**config.mk**
```make
export PLATFORM = sky130hd
export DESIGN_NAME = data_mem_responder
export DESIGN_NICKNAME = d
export VERILOG_FILES = /design/src/rtl/data_mem_responder.sv
export SDC_FILE = /design/constraint.sdc
export NUM_CORES = 2
export LEC_CHECK = 0
export BUFFER_PORTS_ARGS = -buffer_cell sky130_fd_sc_hd__buf_2
export CORE_MARGIN = 2
export CORE_UTILIZATION = 45
export DETAILED_ROUTE_END_ITERATION = 7
export GPL_TIMING_DRIVEN = 0
export PLACE_DENSITY = 0.6
export SETUP_SLACK_MARGIN = 0.5
export SLEW_MARGIN = 20
export SYNTH_ARGS = -nofsm -noshare
export SYNTH_HDL_FRONTEND = slang
export SYNTH_SLANG_ARGS = --single-unit
```
**constraint.sdc**
```tcl
create_clock -name clk -period 5.75 [get_ports clk]
set_input_delay 1.725 -clock clk [delete_from_list [all_inputs] [get_ports clk]]
set_output_delay 1.725 -clock clk [all_outputs]
set_load 0.005 [all_outputs]
```
**src/rtl/data_mem_responder.sv**
```systemverilog
// Data-side memory responder: word RAM plus an MMIO block with a cycle counter,
// a compare/match flag and a TX FIFO drained over a valid/ready handshake.
`timescale 1ns/1ps
module data_mem_responder #(
  parameter int unsigned RAM_WORDS  = 64,
  parameter int unsigned FIFO_DEPTH = 4,
  parameter logic [31:0] MMIO_BASE  = 32'h0000_1000
) (
  input  logic        clk,
  input  logic        reset,
  input  logic        MemWrite,
  input  logic [31:0] ALUResult,
  input  logic [31:0] WriteData,
  output logic [31:0] ReadData,
  output logic [31:0] tx_data,
  output logic        tx_valid,
  input  logic        tx_ready,
  output logic        match_irq
);

  localparam int unsigned AW = (RAM_WORDS > 1) ? $clog2(RAM_WORDS) : 1;
  localparam int unsigned PW = (FIFO_DEPTH > 1) ? $clog2(FIFO_DEPTH) : 1;
  localparam int unsigned CW = PW + 1;

  localparam logic [1:0] REG_CYCLE  = 2'd0;
  localparam logic [1:0] REG_TXDATA = 2'd1;
  localparam logic [1:0] REG_STATUS = 2'd2;
  localparam logic [1:0] REG_CMP    = 2'd3;

  logic [31:0]   ram  [RAM_WORDS];
  logic [31:0]   fifo [FIFO_DEPTH];
  logic [PW-1:0] rd_ptr, wr_ptr;
  logic [CW-1:0] count;
  logic [31:0]   cycle_q, cmp_q;
  logic          ovf_q, match_q;

  logic          ram_hit, mmio_hit;
  logic [1:0]    reg_sel;
  logic [AW-1:0] ram_idx;
  logic          wr_ram, wr_cycle, wr_tx, wr_status, wr_cmp;
  logic          empty, full, pop, push, match_set;
  logic [31:0]   status;

  // Address decode, FIFO handshake and combinational read mux
  always_comb begin
    ram_hit   = ALUResult < 32'(RAM_WORDS * 4);
    mmio_hit  = ALUResult[31:4] == MMIO_BASE[31:4];
    reg_sel   = ALUResult[3:2];
    ram_idx   = ALUResult[AW+1:2];
    wr_ram    = MemWrite && ram_hit;
    wr_cycle  = MemWrite && mmio_hit && (reg_sel == REG_CYCLE);
    wr_tx     = MemWrite && mmio_hit && (reg_sel == REG_TXDATA);
    wr_status = MemWrite && mmio_hit && (reg_sel == REG_STATUS);
    wr_cmp    = MemWrite && mmio_hit && (reg_sel == REG_CMP);
    empty     = count == '0;
    full      = count == CW'(FIFO_DEPTH);
    pop       = !empty && tx_ready;
    push      = wr_tx && (!full || pop);
    match_set = (cycle_q == cmp_q) && (cmp_q != 32'd0);
    status    = {16'd0, 8'(count), 4'd0, match_q, ovf_q, full, empty};

    ReadData = 32'd0;
    if (ram_hit) begin
      ReadData = ram[ram_idx];
    end else if (mmio_hit) begin
      case (reg_sel)
        REG_CYCLE:  ReadData = cycle_q;
        REG_STATUS: ReadData = status;
        REG_CMP:    ReadData = cmp_q;
        default:    ReadData = 32'd0;
      endcase
    end
  end

  assign tx_valid  = !empty;
  assign tx_data   = empty ? 32'd0 : fifo[rd_ptr];
  assign match_irq = match_q;

  // Storage arrays carry no reset; the FIFO head is masked while empty
  always_ff @(posedge clk) begin
    if (wr_ram) ram[ram_idx] <= WriteData;
    if (push)   fifo[wr_ptr] <= WriteData;
  end

  // Control state: counter, compare, sticky flags, FIFO pointers
  always_ff @(posedge clk or negedge reset) begin
    if (!reset) begin
      cycle_q <= 32'd0;
      cmp_q   <= 32'd0;
      ovf_q   <= 1'b0;
      match_q <= 1'b0;
      rd_ptr  <= '0;
      wr_ptr  <= '0;
      count   <= '0;
    end else begin
      cycle_q <= wr_cycle ? 32'd0 : cycle_q + 32'd1;
      if (wr_cmp) cmp_q <= WriteData;

      // A new event outranks a same-cycle write-1-to-clear
      if (wr_tx && full && !pop)            ovf_q <= 1'b1;
      else if (wr_status && WriteData[2])   ovf_q <= 1'b0;
      if (match_set)                        match_q <= 1'b1;
      else if (wr_status && WriteData[3])   match_q <= 1'b0;

      if (pop)  rd_ptr <= rd_ptr + PW'(1);
      if (push) wr_ptr <= wr_ptr + PW'(1);
      if (push && !pop)      count <= count + CW'(1);
      else if (pop && !push) count <= count - CW'(1);
    end
  end

endmodule
```
Word level (Yosys, flattened, before mapping):

Memories as Yosys holds them, arrays and structs flattened.
Cells that the tools add are included.

* add/subtract/negate cells: 5
* eq/ne operators: 6
* $lt $le $gt $ge: 1
* reductions and logical operators: 26
* bitwise logic cells: 0
* shifts and indexed selects: 0
* multipliers: 0
* multiplexer cells: 15
* div/mod/pow operators: 0

Operators by type and width (number)
* two-way mux 32 bit: 4
* case mux 32 bit (3 select lines): 1
* adder 32 x 1 -> 32 bit, second input constant: 1
* equality test 32 bit: 1
* < comparator 32 x 9 -> 1 bit, second input constant: 1
* nonzero test 32 bit: 1
* equality test 28 x 9 -> 1 bit, second input constant: 1
* logical AND 1 bit: 15
* two-way mux 1 bit: 8
* two-way mux 3 bit: 2
* nonzero test 2 bit: 3
* adder 2 x 1 -> 2 bit, second input constant: 2
* equality test 2 bit, second input constant: 2
* logical NOT 1 bit: 4
* adder 3 x 1 -> 3 bit, second input constant: 1
* equality test 3 bit, second input constant: 1
* logical NOT 3 bit: 1
* subtractor 3 x 1 -> 3 bit, second input constant: 1
* equality test 2 x 1 -> 1 bit, second input constant: 1
* logical NOT 2 bit: 1
* logical OR 1 bit: 1

* logic and storage cells: 62
* bits in latches: 0
* memories kept: 2
* ROM bits: 0
* input bits: 68
* output and inout bits: 66
* memory bits (writable): 2176
* bits in registers: 73

Memory list
* ram: depth 64, width 32, rd ports 1, clocked after Yosys merged registers in 0, write ports 1, line 30 `logic [31:0] ram [RAM_WORDS];`
* fifo: depth 4, width 32, rd ports 1, clocked after Yosys merged registers in 0, write ports 1, line 31 `logic [31:0] fifo [FIFO_DEPTH];`

Logic depth before layout (Yosys ltp):

* word-level depth: 9
* gate-level depth with buffers: 13
* depth with buffers taken out: 11

Worst setup path after synthesis:

No wires, ideal clock.

* kind: in2out
* start: in ALUResult[2]
* end: out ReadData[16]
* slack: 0.425 ns
* path buffers: 4
* required time: 4.025 ns
* stages on the path: 9
* data arrival time: 3.600 ns
* cell sequence: buf_6 -> buf_6 -> buf_6 -> buf_2 -> mux4_2 -> a22oi_1 -> o211ai_1 -> nor4_1 -> nor2_1

* cells in the longest elaborated chain, start to end: 4

Ends and longest elaborated chain
* from (decl): line 12 `input logic [31:0] ALUResult,`
* branches (longest 3 deep; another with < comparator 32 x 9 -> 1 bit)
* two-way mux 32 bit (*): line 63 `if (ram_hit) begin`
* to (decl): line 14 `output logic [31:0] ReadData,`

Mark *: on every way between the ends.

Worst setup path after layout:

* start: in ALUResult[4]
* end: out ReadData[19]

* cells in the longest elaborated chain, start to end: 3

Ends and longest elaborated chain (line)
* branches (longest 2 deep; another with < comparator 32 x 9 -> 1 bit)
* two-way mux 32 bit (*): 63

Marked as above.

==> results.md <==
* First DRT Iteration DRCs at 11900
* Crit. End Element: output port
* Worst slew margin relative to its limit at 0.239
* Met3 track demand over resource in global routing at 0.165
* Row count at 162
* Clock Latency Late Sink at 0.87 ns
* Maximum fanout count along the critical path at 6
* Worst min-delay path category: reg2reg
* Netlist area before placement at 87900 sq um
* Largest net degree at the start of global routing at 71
* Wire length of the first global-routing pass at roughly 480000 um
* Leakage Power at 36.2 nW
* Violations in the final reports: design-rule violations, negative setup slack
* Yosys Warn Count at 0
* Final number of max-transition violations at 0
* Post-route setup slack at -0.726 ns
* Reg-to-reg slack, setup at 3.32 ns
* Hold-fix buffer count after cts at 0
* Number of distinct standard cells referenced by the synthesized netlist at 70
* Post-synthesis area per instance at 20.6 sq um
* Number of ports placed on the die boundary at about 130
* Remaining DRCs at 11
* CP startpoint kind: input pin
* First-pass iteration count of the detailed router at 8
* Final nets at between 5000 and 6000
* Number of antenna-violating nets in the routed design at 0
* Sequential-to-total area share from yosys stat at 0.764
* Leading cell types in the layout, fill and taps excluded: sky130_fd_sc_hd__edfxtp_1, sky130_fd_sc_hd__mux4_2, sky130_fd_sc_hd__clkbuf_16
* Worst hold slack after final layout at 0.538 ns
* Total of buffers placed on input and output ports at 129
* Min Tclk post-route at 6.48 ns
* Synth Flop Type: sky130_fd_sc_hd__edfxtp_1
* Cell with the largest stage delay on the worst path: sky130_fd_sc_hd__a311oi_4
* Clock root buffer: sky130_fd_sc_hd__clkbuf_16
* MaxCap Viol Count at 0
* Final Hold Vio Count at 0
* Worst hold path depth at 1
* RR Startpoint: cycle_q[6]
* Worst Min Path Start: count[2]
* Total negative slack at -11.83 ns
* Initial Utilization at 0.452
* Met1 track demand over resource at 0.468
* Commonest non-fill, non-tap cell in the layout: sky130_fd_sc_hd__edfxtp_1
* Top cell by count, worst path: sky130_fd_sc_hd__buf_12
* Number of nets produced by synthesis at between 4000 and 5000
* Worst Clk Skew at about 0.021 ns
* Clock buffer count from CTS at 226
* Status: finished with violations
* Max IR drop VDD at 0.317 mV
* Layout-stage area growth over the synthesis result at 25.9%
* Timing-limited maximum frequency at 154 MHz
* Number of standard cells in the layout, taps in and fillers out at 7777
* Area of the core at 195000 sq um
* Vias per cell at 6.98
* Period utilization at 1.13
* Placed wire-length estimate at 251000 um
* Gp weighted congestion at 1.02
* Number of global-route vias before repair at 50200
* Die Wd at 446 um
* Cells after synthesis at 4264
* Global routing usage on met2 at 0.526
* Share of layout cells above drive strength 1 at 0.375
* GR peak layer: met2
* Unrepaired setup endpoints after global routing: true
* Cell-by-cell listing of the critical path: buf_8 -> buf_12 -> buf_12 -> buf_12 -> buf_16 -> mux4_2 -> a22oi_2 -> nand4_1 -> a311oi_4 -> o22ai_2 -> buf_2
* Total Routed Length at 374000 um
* # setup viols final at 32
* Synthesized flop and latch total at 2249
* Routed vias at ~54000
* Maximum count of clock buffers along a single path at 3
* Setup Crit Path Kind: in2out
* Stage delay of the slowest cell on the critical path at 0.75 ns
* Number of clock sinks at 2249
* Routed wire length per instance at just under 50 um
* Min-Delay Endpoint: count[2]
* Critical Path AT at 4.75 ns
* Endpoint of the lowest-slack register-to-register path: cycle_q[31]
* Fraction of registers with async set/reset at 0.0325
* Clock transition at path regs at approximately 0.06 ns
* Initial antenna violation count at 33
* Total routing resource utilization after global routing at 0.374
* Number of placed instances, taps included at 7123
* Data required time at the worst endpoint at between 4 and 5 ns
* Number of cells on the worst reg-to-reg path at 8
* Total gr overflow at 0
* H-Tree Level Count at 4
* Y dimension of the die at 446 um
* CTS tree: done
* Number of enable flip-flop cells after synthesis at 2176
* Area of the die at 199000 sq um
* Power per cell area at about 320 nW/um^2
* Slew of the pin with the lowest slew margin at roughly 1.1 ns
-- stage by stage --
step                utilization  worst slack [ns]  total power [mW]  cell area [sq um]
floorplan                     -             0.502              19.1              87900
finish                    0.569            -0.726              35.3             111000
detailed placement        0.497             -2.71              20.2              96800
global placement          0.472             -5.19              20.1              91800
CTS                       0.564            -0.578              35.1             110000
global route              0.569            -0.567              35.9             111000
-- metal layers --
layer	wire length (um)	vias up
met5	332	-
met4	32000	18
met3	58800	1340
met2	157000	5274
met1	125000	28300
li1	-	19400
-- synthesized netlist by cell type, drive strengths merged, types with 6 or more instances --
cell	instances	area [sq um]
inv	15	56.3
a31oi	11	68.8
a221oi	34	298
and3	21	131
o22ai	30	188
a22oi	121	908
edfxtp	2176	65300
a22o	11	96.3
a21oi	50	250
nand2	138	518
nor2b	10	62.6
mux2	50	563
xor2	28	245
buf	147	1060
a2111oi	7	61.3
o21ai	49	245
nor2	175	662
nor3	28	140
xnor2	40	350
mux4	465	10500
nor4	26	175
nand4	25	156
o311a	9	90.1
dfrtp	73	1830
a211oi	14	105
ha	6	75.1
mux2i	200	2000
and2	47	294
a311oi	13	114
clkbuf	97	364
nand3	77	390
o211ai	11	82.6
-- worst max-delay path by stage --
stage / startpoint / to / slack [ns] / cells past startpoint
2_1_floorplan: ALUResult[2] / ReadData[26] / 0.50 / 9
3_3_place_gp: ALUResult[19] / ram[19][0] / -5.19 / 7
3_5_place_dp: ALUResult[3] / ReadData[6] / -2.71 / 12
4_1_cts: ALUResult[2] / ReadData[19] / -0.58 / 10
5_1_grt: ALUResult[2] / ReadData[19] / -0.57 / 10
6_report: ALUResult[4] / ReadData[19] / -0.73 / 11
-- critical path, delay by kind of cell --
kind            cells  cell delay (ns)
compound gates      3             1.23
buf+inv             6             0.89
mux                 1             0.36
simple gates        1             0.49
-- state kept, by name, indices dropped and copies added (netlist names) --
register and cells:
cmp_q 32, fifo 128, count 3, match_irq 1, ram 2048, rd_ptr 2, wr_ptr 2, cycle_q 32
ovf_q 1
-- power breakdown --
| part | switching (mW) | internal (mW) |
|---|---|---|
| logic | 1.69 | 0.886 |
| clock network | 6.60 | 8.17 |
| registers | 0.00000137 | 18.0 |
| total | 8.29 | 27.0 |
-- cell families after synthesis --
family                   share of synthesized area
multiplexers                                 0.148
adder cells (fa/ha/maj)                    0.00108
XOR/XNOR                                   0.00677
buffers and inverters                       0.0169
flip-flops                                   0.764
AO/OA/AOI/OAI                               0.0317
AND/OR/NAND/NOR                             0.0312
-- layout make-up --
class                   count  area (sq um)
plain buffers             244          3380
fillers                 14300         83900
clock inverters           147          1450
clock buffers             272          5850
inverters                  17          73.8
flip-flops and latches   2249         67200
well taps                2542          3180
repair buffers            538          7490
diodes                     14          35.0
multi-input cells        1754         22000
-- repair_timing --
item,4_1_cts,5_1_grt
setup buffers,166,52
gates resized for setup,930,85
gates cloned,2,1
pin swaps,92,56
setup endpoints to repair,1843,38
Note: power is estimated with default switching activity, not from simulation.
